File: config.mk
export PLATFORM = sky130hd
export DESIGN_NAME = ws2812_tx
export DESIGN_NICKNAME = d
export VERILOG_FILES = /design/src/rtl/ws2812_tx.sv
export SDC_FILE = /design/constraint.sdc
export NUM_CORES = 1
export LEC_CHECK = 0
export BUFFER_PORTS_ARGS = -buffer_cell sky130_fd_sc_hd__buf_2
export CAP_MARGIN = 10
export CORE_ASPECT_RATIO = 1.5
export CORE_MARGIN = 10
export CORE_UTILIZATION = 35
export CTS_CLUSTER_SIZE = 8
export DETAILED_ROUTE_END_ITERATION = 8
export PLACE_DENSITY = 0.59
export SLEW_MARGIN = 0
export SYNTH_ARGS = -nofsm -noshare
export SYNTH_HDL_FRONTEND = slang
export SYNTH_SLANG_ARGS = --single-unit
export TNS_END_PERCENT = 20
File: constraint.sdc
create_clock -name clk -period 3.3 [get_ports clk]
set_input_delay 0.165 -clock clk [delete_from_list [all_inputs] [get_ports clk]]
set_output_delay 0.165 -clock clk [all_outputs]
set_load 0.005 [all_outputs]
File: src/rtl/ws2812_tx.sv
// Purpose: WS2812 single-wire NRZ transmitter; one colour bit per TBIT cycles, latch gap after each frame.
// Latency: bit_in sampled T0H-1 cycles into each bit; led_dout and done are registered outputs.
// Backpressure: none; the transmitter never stalls, the producer must present bit_in in time.
//
// Ports:
//   clk      - system clock
//   rst_n    - asynchronous active-low reset (line returns to idle immediately)
//   bit_in   - colour bit to send, sampled at the edge ending cycle T0H-1 of each bit
//   done     - one-cycle pulse in the last cycle of each bit; producer advances on it
//   led_dout - serial waveform to the strip
//
// Build option: define WS2812_DOUT_INVERT_EN to drive an inverted waveform
// (idle/latch/reset level 1) for an inverting level shifter.
module ws2812_tx #(
  parameter int unsigned T0H          = 20,
  parameter int unsigned T1H          = 40,
  parameter int unsigned TBIT         = 63,
  parameter int unsigned RESET_CYCLES = 3000,
  parameter int unsigned FRAME_BITS   = 3072
) (
  input  logic clk,
  input  logic rst_n,
  input  logic bit_in,
  output logic done,
  output logic led_dout
);

  localparam int unsigned BCW = $clog2(FRAME_BITS + 1);

  localparam logic [15:0]    C_T0H_M1  = 16'(T0H - 1);
  localparam logic [15:0]    C_T1H_M1  = 16'(T1H - 1);
  localparam logic [15:0]    C_TBIT_M1 = 16'(TBIT - 1);
  localparam logic [15:0]    C_RST_M1  = 16'(RESET_CYCLES - 1);
  localparam logic [BCW-1:0] C_FRAME   = BCW'(FRAME_BITS);

`ifdef WS2812_DOUT_INVERT_EN
  localparam logic IDLE_LVL = 1'b1;
`else
  localparam logic IDLE_LVL = 1'b0;
`endif

  typedef enum logic [1:0] {
    S_LATCH,
    S_HIGH,
    S_DATA,
    S_LOW
  } state_t;

  state_t         state, state_n;
  logic [15:0]    cnt, cnt_n;     // cycle index within the bit (or within the latch gap)
  logic [BCW-1:0] bcnt, bcnt_n;   // bits already sent in this frame
  logic [BCW-1:0] bcnt_inc;
  logic           bit_q, bit_n;   // bit captured for the DATA window
  logic           lvl_n;          // true-polarity line level for the next cycle
  logic           led_n;
  logic           done_n;

  assign bcnt_inc = bcnt + 1'b1;

  always_ff @(posedge clk or negedge rst_n) begin
    if (!rst_n) begin
      state    <= S_LATCH;
      cnt      <= '0;
      bcnt     <= '0;
      bit_q    <= 1'b0;
      led_dout <= IDLE_LVL;
      done     <= 1'b0;
    end else begin
      state    <= state_n;
      cnt      <= cnt_n;
      bcnt     <= bcnt_n;
      bit_q    <= bit_n;
      led_dout <= led_n;
      done     <= done_n;
    end
  end

  // The cycle counter runs continuously through HIGH/DATA/LOW, so the
  // phase boundaries are simple equality compares on one counter.
  always_comb begin
    state_n = state;
    cnt_n   = cnt + 16'd1;
    bcnt_n  = bcnt;
    bit_n   = bit_q;

    case (state)
      S_LATCH: begin
        if (cnt == C_RST_M1) begin
          state_n = S_HIGH;
          cnt_n   = '0;
          bcnt_n  = '0;
        end
      end
      S_HIGH: begin
        if (cnt == C_T0H_M1) begin
          state_n = S_DATA;
          bit_n   = bit_in;
        end
      end
      S_DATA: begin
        if (cnt == C_T1H_M1) begin
          state_n = S_LOW;
        end
      end
      S_LOW: begin
        if (cnt == C_TBIT_M1) begin
          cnt_n = '0;
          if (bcnt_inc == C_FRAME) begin
            state_n = S_LATCH;
            bcnt_n  = '0;
          end else begin
            state_n = S_HIGH;
            bcnt_n  = bcnt_inc;
          end
        end
      end
      default: begin
        state_n = S_LATCH;
        cnt_n   = '0;
        bcnt_n  = '0;
      end
    endcase
  end

  // Outputs are registered from the next-state view, so the registered
  // value always matches the phase of the cycle it is driven in.
  always_comb begin
    lvl_n = 1'b0;
    case (state_n)
      S_HIGH:  lvl_n = 1'b1;
      S_DATA:  lvl_n = bit_n;
      default: lvl_n = 1'b0;
    endcase
    led_n  = lvl_n ^ IDLE_LVL;
    done_n = (state_n == S_LOW) && (cnt_n == C_TBIT_M1);
  end

endmodule

==> results of run 1 <==
per-stage QoR:
stage                     setup WS (ns)  instances
final                            0.2115        339
after global placement           0.2121        330
after global routing            0.02075        339
after detailed placement         0.1606        330
after CTS                        0.1291        339
after floorplan                  0.2278        254
area by class of cell:
type / count / area [um^2] / share of cell area [%]
timing repair buffer: 16 / 112.6 / 4.562
inverter: 9 / 33.78 / 1.368
sequential: 33 / 825.8 / 33.45
clock buffer: 7 / 76.32 / 3.092
clock inverter: 1 / 7.507 / 0.3041
tap: 76 / 95.09 / 3.852
multi-input combinational: 197 / 1318 / 53.37
per-layer routing:
| metal | global-route usage (%) | vias up | part of all wire, % |
|---|---|---|---|
| met2 | 18.66 | 25 | 54 |
| met3 | 2.456 | 10 | 2.4 |
| met1 | 10.41 | 889 | 41 |
| li1 | - | 921 | - |
| met5 | 0 | - | 0 |
| met4 | 4.675 | 0 | 2.6 |
cells in the final DEF, fill, tap and decap left out, types with 5 or more instances in the layout:
cell type  Yosys  final
clkbuf_8       0      5
xor2_1         9      9
nand3_1       13     13
nand2_1       20     20
nor3_1         7      7
o21ai_0       12     12
dfrtp_1       33     33
nand4_1       10     10
xnor2_1       14     14
ha_1          11     11
nor2_1        29     29
buf_4          1     11
inv_1          9      9
worst max-delay path, cell delays in order (launching register included):
cell and delay (ns):
dfrtp_1 0.43, or4_4 0.51, and4bb_2 0.43, a21oi_1 0.12
a22oi_1 0.15, o21a_1 0.16, a21o_1 0.12, ha_1 0.15
nand4b_1 0.09, a2111o_1 0.28, or4_1 0.41, nor4_2 0.13
state kept, by name, summed over array words and instances (netlist names):
name / count
state: 2
done: 1
led_dout: 1
bcnt: 12
bit_q: 1
cnt: 16
worst paths after layout:
check	to	slack [ns]
max	done	0.21
min	bit_q	0.12
max reg2reg	done	0.21
min reg2reg	bit_q	0.50
max in group asynchronous	done	2.32
min in group asynchronous	bcnt[3]	0.48
what timing repair did:
action,CTS,global route
hold buffers,1,0
hold endpoints to repair,33,0
endpoints found under the setup margin,0,1
resized for setup,0,2
power breakdown:
group          internal (mW)  leakage [nW]  switching (mW)  total [mW]
Combinational        0.00204         0.566         0.00843      0.0105
Clock                  0.149        0.0385           0.156       0.305
Sequential             0.405         0.444        0.000115       0.405
logic make-up (layout without fill, tap and decap cells):
kind of cell / Yosys count / after routing / share of synthesized area, %
muxes: 2 / 2 / 0.9239
AOI/OAI and AO/OA: 50 / 50 / 14.89
xor gates and xnor gates: 23 / 23 / 8.750
DFF: 33 / 33 / 35.87
buffers and inverters: 24 / 33 / 6.902
adders and majority gates: 11 / 11 / 5.978
and+or+nand+nor: 111 / 111 / 26.69
==> impl_metrics.tcl, run 1 <==
set metrics [dict create \
    placed_area_um2 2375 \
    leakagePower_nw 1.049 \
    synthTopCellsByArea "dfrtp_1 (36%), ha_1 (6.0%), xnor2_1 (5.3%)" \
    reg2reg_from "cnt[15]" \
    cts_buffer_depth 2 \
    syn_inst 254 \
    post_drt_wl_per_cell_um 14.96 \
    initial_core_util_pct 35.74 \
    reg2reg_depth 11 \
    antenna_found_initial 0 \
    dr.first_iter.drc_count 69 \
    synth.largest_area_cell "dfrtp_1" \
    async_flop_share_pct 100.0 \
    critPathLaunch "cnt[15]" \
    grt_pass1_vias 1884 \
    grt_pass1_wl_mm 8.680 \
    synth_top_area_share_pct 35.87 \
    cts.sinks 33 \
    grt_overflow 0 \
    synth-main-ff-cell "dfrtp_1" \
    cp_max_fo 9 \
    root_buffer "clkbuf_8" \
    ys_seq_elements 33 \
    hold_slack_ns 0.1177 \
    postLayoutCoreUtil_pct 38.33 \
    die_w_um 86.22 \
    die-area_um2 10290 \
    finalWirelength_mm 5.071 \
    path_class "flop to flop" \
    drive_gt1_share_pct 13.31 \
    hold_viol_final 0 \
    maxCapViolCount 0 \
    vias 1845 \
    fmax_mhz 323.8 \
    numPortBuffers 4 \
    htreeDepth 2 \
    cts_buffers 5 \
    worst_skew_pair.late_latency_ns 0.29 \
    vdd_drop_max_mv 0.1632 \
    place_congestion 0.7949 \
    syn_avg_cell_area_um2 9.064 \
    nNetsFinal 276 \
    p_per_area_nw_per_um2 292.0 \
    min_period_ns 3.089 \
    diodes 0 \
    area_delta_synth_final_pct 7.228 \
    drc 0 \
    min_path_cells 2 \
    final_area_um2 2469 \
    crit_path_end_kind "flop" \
    postRouteAntennaNets 0 \
    rsz0062_at_grt "false" \
    cp.required_ns 3.50 \
    worstMarginPinSlew_ns 0.7716 \
    synth_edf_count 0 \
    synth_most_common_cell "dfrtp_1" \
    ys_types 58 \
    hp-start "bit_in" \
    finalCritPeriodShare_pct 93.59 \
    syn_nets 268 \
    core-area_um2 6441 \
    cts_tree "yes" \
    outcome "finished clean" \
    grt_max_degree 34 \
    setup_viol 0 \
    drt_pass1_iterations 4 \
    n_fill_cell 683 \
    power_uw 720.8 \
    cp-start-kind "flop" \
    final-max-slew-violation-count 0 \
    vias_per_cell 5.442 \
    rows 36 \
    io_pins 5 \
    tns_ns 0 \
    synth_commonest_cells "dfrtp_1 (33), nor2_1 (29), nand2_1 (20), xnor2_1 (14), nand3_1 (13)" \
    die_h_um 119.3 \
    synth_seq_area_share_pct 35.87 \
    cts.clk_slew.worst_paths_ns 0.07 \
    synth_warnings 0 \
    post-dp-hpwl_mm 3.824 \
    hp-class "primary input to flop" \
    cp.arrival_ns 3.29 \
    syn_area_um2 2302 \
    max_slew_margin_pct 48.56 \
    grt_usage_pct 10.18 \
    cts_setup_buffers 0 \
    clock_skew_ns 0.004918 \
]
Power figures use the tool's default switching activity.
==> run 2: changes to the inputs <==
--- a/config.mk
+++ b/config.mk
@@ -7,12 +7,15 @@
 export LEC_CHECK = 0
 export BUFFER_PORTS_ARGS = -buffer_cell sky130_fd_sc_hd__buf_2
 export CAP_MARGIN = 10
+export CELL_PAD_IN_SITES_DETAIL_PLACEMENT = 1
+export CELL_PAD_IN_SITES_GLOBAL_PLACEMENT = 2
 export CORE_ASPECT_RATIO = 1.5
 export CORE_MARGIN = 10
 export CORE_UTILIZATION = 35
+export CTS_BUF_LIST = sky130_fd_sc_hd__clkbuf_16
 export CTS_CLUSTER_SIZE = 8
 export DETAILED_ROUTE_END_ITERATION = 8
-export PLACE_DENSITY = 0.59
+export PLACE_DENSITY = 0.82
 export SLEW_MARGIN = 0
 export SYNTH_ARGS = -nofsm -noshare
 export SYNTH_HDL_FRONTEND = slang
==> impl_metrics.tcl, run 2 (same netlist as run 1, synthesis figures left out) <==
set metrics [dict create \
    numPortBuffers 4 \
    fmax_mhz 321.4 \
    grt_pass1_vias 2002 \
    drc 0 \
    hold_viol_final 33 \
    vias 1890 \
    post-dp-hpwl_mm 4.307 \
    hold_slack_ns -0.02548 \
    root_buffer "clkbuf_16" \
    multi_input_area_um2 1323 \
    vdd_drop_max_mv 0.2282 \
    p_clk_share_pct 52.1 \
    p_per_area_nw_per_um2 342.8 \
    post_cts_resized 0 \
    leakagePower_nw 1.090 \
    cp_max_fo 7 \
    initial_core_util_pct 35.74 \
    rows 36 \
    maxCapViolCount 0 \
    min_period_ns 3.112 \
    cp.arrival_ns 3.30 \
    nNetsFinal 277 \
    tns_ns 0 \
    cts_buffer_depth 2 \
    use_met1_pct 13.20 \
    seqCellArea_um2 825.8 \
    max_slew_margin_pct 46.11 \
    cts_setup_buffers 0 \
    postRouteAntennaNets 0 \
    grt_max_degree 34 \
    area_delta_synth_final_pct 10.05 \
    finalCritPeriodShare_pct 94.29 \
    p_int_uw 680.7 \
    use_met2_pct 21.88 \
    p_seq_share_pct 46.7 \
    largestRegisters "cnt: 16 flops, bcnt: 12 flops, state: 2 flops" \
    finalWirelength_mm 5.805 \
    hp-class "primary input to async pin" \
    antenna_found_initial 0 \
    post_drt_wl_per_cell_um 17.07 \
    die_h_um 119.3 \
    vias_per_cell 5.559 \
    drt_pass1_iterations 4 \
    die_w_um 86.22 \
    cp-start-kind "flop" \
    die-area_um2 10290 \
    switchingPower_uw 187.8 \
    mostFrequentLayoutCells "dfrtp_1 (33), nor2_1 (29), nand2_1 (20), xnor2_1 (14)" \
    dp_cells 332 \
    dr.first_iter.drc_count 64 \
    grt_usage_pct 12.01 \
    swShare_pct 21.62 \
    diodes 0 \
    cts.sinks 33 \
    core-area_um2 6441 \
    pwr-share-comb_pct 1.2 \
    worst_skew_pair.late_latency_ns 0.28 \
    place_congestion 0.8164 \
    io_pins 5 \
    crit_path_end_kind "flop" \
    rsz0062_at_grt "false" \
    final-max-slew-violation-count 0 \
    cts.clk_slew.worst_paths_ns 0.06 \
    postCtsHoldBufs 0 \
    busiest_layer "met2" \
    outcome "finished, violations left" \
    final_common_cell "dfrtp_1" \
    path_class "flop to flop" \
    use_met3_pct 2.046 \
    largest_register_ffs 16 \
    grt_overflow 0 \
    cp.required_ns 3.49 \
    layout.cells.non_filler 340 \
    violations "hold timing" \
    n_fill_cell 778 \
    grt_pass1_wl_mm 10.14 \
    clock_skew_ns 0.005372 \
    worstMarginPinSlew_ns 0.8083 \
    drive_gt1_share_pct 14.39 \
    cts_buffers 5 \
    cts_tree "yes" \
    largest_register "cnt" \
    htreeDepth 2 \
    setup_viol 0 \
]
## run 2: changes by cell type in the layout (fill, tap and decap cells not counted), moves of 2 or more
cell,before,now
clkbuf_16,0,5
clkbuf_1,2,0
clkinv_2,0,2
buf_4,11,13
clkbuf_8,5,0
## run 2: power groups by stage
stage / sequential [mW] / combinational [mW] / clock [mW]
2_1_floorplan: 0.413 / 0.000670 / 0
3_5_place_dp: 0.413 / 0.0108 / 0
6_report: 0.406 / 0.0100 / 0.453
4_1_cts: 0.406 / 0.0110 / 0.463
3_3_place_gp: 0.413 / 0.0109 / 0
5_1_grt: 0.405 / 0.0120 / 0.478
## run 2: layer usage
layer | vias up | wire length [um]
met4 | 0 | 119
met2 | 14 | 3188
li1 | 921 | -
met1 | 945 | 2375
met5 | - | 0
met3 | 10 | 120
## run 2: path summary, 6_finish.rpt
path | from | to | slack [ns] | cells after the start
min in group clk | bit_in | bit_q | 0.13 | 2
max | cnt[6] | done | 0.19 | 10
min reg2reg | bcnt[11] | bcnt[11] | 0.50 | 2
max in group asynchronous | rst_n | bcnt[11] | 2.82 | 1
min | rst_n | bcnt[4] | -0.03 | 1
max reg2reg | cnt[6] | done | 0.19 | 10
## run 2: critical path, cell delays in order (launching register included)
cell	delay [ns]
dfrtp_1	0.39
or4_4	0.56
and4bb_1	0.34
buf_4	0.17
a31oi_1	0.11
o21ai_0	0.31
ha_1	0.21
nand4b_1	0.10
a2111o_1	0.28
or4_1	0.42
nor4_2	0.13
## run 2: layout make-up
type | count | area share, %
repair buffers | 17 | 4.642
flip-flops and latches | 33 | 32.59
well taps | 76 | 3.753
clock buffers | 5 | 4.938
inverters | 9 | 1.333
multi-input cells | 197 | 52.20
clock inverters | 3 | 0.5432
## run 2: per-stage QoR
| step | power [mW] | setup slack (ns) | instance area [um^2] | util (%) | hold WS (ns) |
|---|---|---|---|---|---|
| 5_1_grt | 0.8953 | 0.007159 | 2534 | 39.34 | 0.04438 |
| 3_5_place_dp | 0.4236 | 0.2192 | 2390 | 37.10 | 0.3005 |
| 3_3_place_gp | 0.4236 | 0.2666 | 2390 | 37.10 | 0.3057 |
| 4_1_cts | 0.8798 | 0.1886 | 2529 | 39.26 | 0.006971 |
| 6_report | 0.8685 | 0.1883 | 2534 | 39.34 | -0.02548 |
| 2_1_floorplan | 0.4135 | 0.2278 | 2302 | - | -0.1306 |
==> run 3: changes to the inputs <==
--- a/config.mk
+++ b/config.mk
@@ -16,6 +16,7 @@
 export CTS_CLUSTER_SIZE = 8
 export DETAILED_ROUTE_END_ITERATION = 8
 export PLACE_DENSITY = 0.82
+export RECOVER_POWER = 100
 export SLEW_MARGIN = 0
 export SYNTH_ARGS = -nofsm -noshare
 export SYNTH_HDL_FRONTEND = slang
==> impl_metrics.tcl, run 3 (same netlist as run 1, synthesis figures left out) <==
set metrics [dict create \
    max_slew_margin_pct -28.22 \
    hold_viol_final 0 \
    slowest_stage "or4_4" \
    p_per_area_nw_per_um2 345.5 \
    placed_area_um2 2390 \
    htreeDepth 2 \
    cp_num_buf_inv 1 \
    tns_ns 0 \
    reg2reg_depth 10 \
    hp-class "primary input to flop" \
    cp_max_fo 7 \
    switchingPower_uw 186.7 \
    violations "capacitance limit, slew limit" \
    dr.first_iter.drc_count 55 \
    final-max-slew-violation-count 34 \
    largest_register "cnt" \
    cts.sinks 33 \
    antenna_found_initial 0 \
    rows 36 \
    hold_slack_ns 0.1326 \
    rsz0062_at_grt "false" \
    post_drt_wl_per_cell_um 17.06 \
    cp.required_ns 3.49 \
    root_buffer "clkbuf_16" \
    grt_max_degree 34 \
    worstPathCellList "or4_4, and4bb_1, buf_4, a31oi_1, o21ai_0, ha_1, nand4b_1, a2111o_1, or4_1, nor4_2" \
    nNetsFinal 277 \
    grt_pass1_vias 2002 \
    fmax_mhz 322.7 \
    grt_pass1_wl_mm 10.14 \
    path_delay_family "simple AND/OR/NAND/NOR gates" \
    leakagePower_nw 1.078 \
    largestRegisters "cnt: 16 flops, bcnt: 12 flops, state: 2 flops" \
    io_pins 5 \
    diodes 0 \
    outcome "finished, violations left" \
    worstMarginPinSlew_ns 1.923 \
    vias_per_cell 5.529 \
    cts_buffers 5 \
    die-area_um2 10290 \
    p_int_uw 680.5 \
    drt_pass1_iterations 4 \
    critPathMaxStageDelay_ns 0.56 \
    swShare_pct 21.53 \
    path_class "flop to flop" \
    postRouteAntennaNets 0 \
    initial_core_util_pct 35.74 \
    finalCritPeriodShare_pct 93.92 \
    crit_cells 10 \
    setup_viol 0 \
    min_path_cells 2 \
    clock_skew_ns 0.004995 \
    die_w_um 86.22 \
    numPortBuffers 4 \
    min_period_ns 3.099 \
    cts_tree "yes" \
    final_area_um2 2510 \
    cp.arrival_ns 3.29 \
    place_congestion 0.8164 \
    largest_register_ffs 16 \
    drc 0 \
    grt_usage_pct 12.01 \
    cts.clk_slew.worst_paths_ns 0.06 \
    cp-start-kind "flop" \
    die_h_um 119.3 \
    post-dp-hpwl_mm 4.307 \
    area_delta_synth_final_pct 9.022 \
    p_seq_share_pct 46.8 \
    worst_skew_pair.late_latency_ns 0.28 \
    vias 1880 \
    vdd_drop_max_mv 0.2258 \
    grt_overflow 0 \
    n_fill_cell 784 \
    drive_gt1_share_pct 12.50 \
    core-area_um2 6441 \
    crit_path_end_kind "flop" \
    cts_buffer_depth 2 \
    p_clk_share_pct 52.1 \
    finalWirelength_mm 5.802 \
    final_common_cell "dfrtp_1" \
    mostFrequentLayoutCells "dfrtp_1 (33), nor2_1 (29), nand2_1 (20), xnor2_1 (14), o21ai_0 (14)" \
    pwr-share-comb_pct 1.1 \
    maxCapViolCount 1 \
]
[run 3: changes by cell type in the layout (fill, tap and decap cells not counted)]
cell and change:
clkbuf_4 +1, clkbuf_2 +1, o21ai_1 -2, buf_4 -2
a31oi_2 -1, nor3_4 -1, clkbuf_1 +3, o21ai_0 +2
nor3_1 +1, a31oi_1 +1, buf_2 -3
[run 3: metrics by stage]
step	worst slack, ns	power (mW)	utilization [%]	std cells
after floorplan	0.2278	0.4135	-	254
after global placement	0.2666	0.4236	37.10	332
after detailed placement	0.2192	0.4236	37.10	332
after CTS	0.1886	0.8798	39.26	340
after global routing	0.007181	0.8950	38.97	340
final	0.2007	0.8672	38.97	340
[run 3: worst paths after layout]
check	start	to	slack [ns]
min in group asynchronous	rst_n	bcnt[4]	0.42
hold reg to reg	bcnt[11]	bcnt[11]	0.50
hold / removal	bit_in	bit_q	0.13
setup reg to reg	cnt[6]	done	0.20
setup / recovery	cnt[6]	done	0.20
max in group asynchronous	rst_n	bcnt[11]	1.78
[run 3: routing by layer]
layer	wire (um)	vias to the layer above	track usage, %
li1	-	921	-
met2	3217	10	21.88
met5	0	-	0
met3	91	10	2.046
met1	2373	939	13.20
met4	120	0	4.776
[run 3: area by class of cell]
class                   count  area (um^2)  share of cell area [%]
flip-flops and latches     33        825.8                   32.90
clock inverters             3        13.76                  0.5484
multi-input cells         197         1305                   51.99
well taps                  76        95.09                   3.789
inverters                   9        33.78                   1.346
repair buffers             17        111.4                   4.437
clock buffers               5        125.1                   4.985
[run 3: what timing repair did]
action | CTS | global route
gates resized for setup | 0 | 1
hold buffers | 0 | 0
buffers inserted | 0 | 0
setup endpoints to repair | 0 | 1
[run 3: power groups by stage]
stage | logic, mW | clock network [mW] | registers, mW
finish | 0.00973 | 0.452 | 0.406
CTS | 0.0110 | 0.463 | 0.406
floorplan | 0.000670 | 0 | 0.413
global placement | 0.0109 | 0 | 0.413
detailed placement | 0.0108 | 0 | 0.413
global route | 0.0117 | 0.478 | 0.405
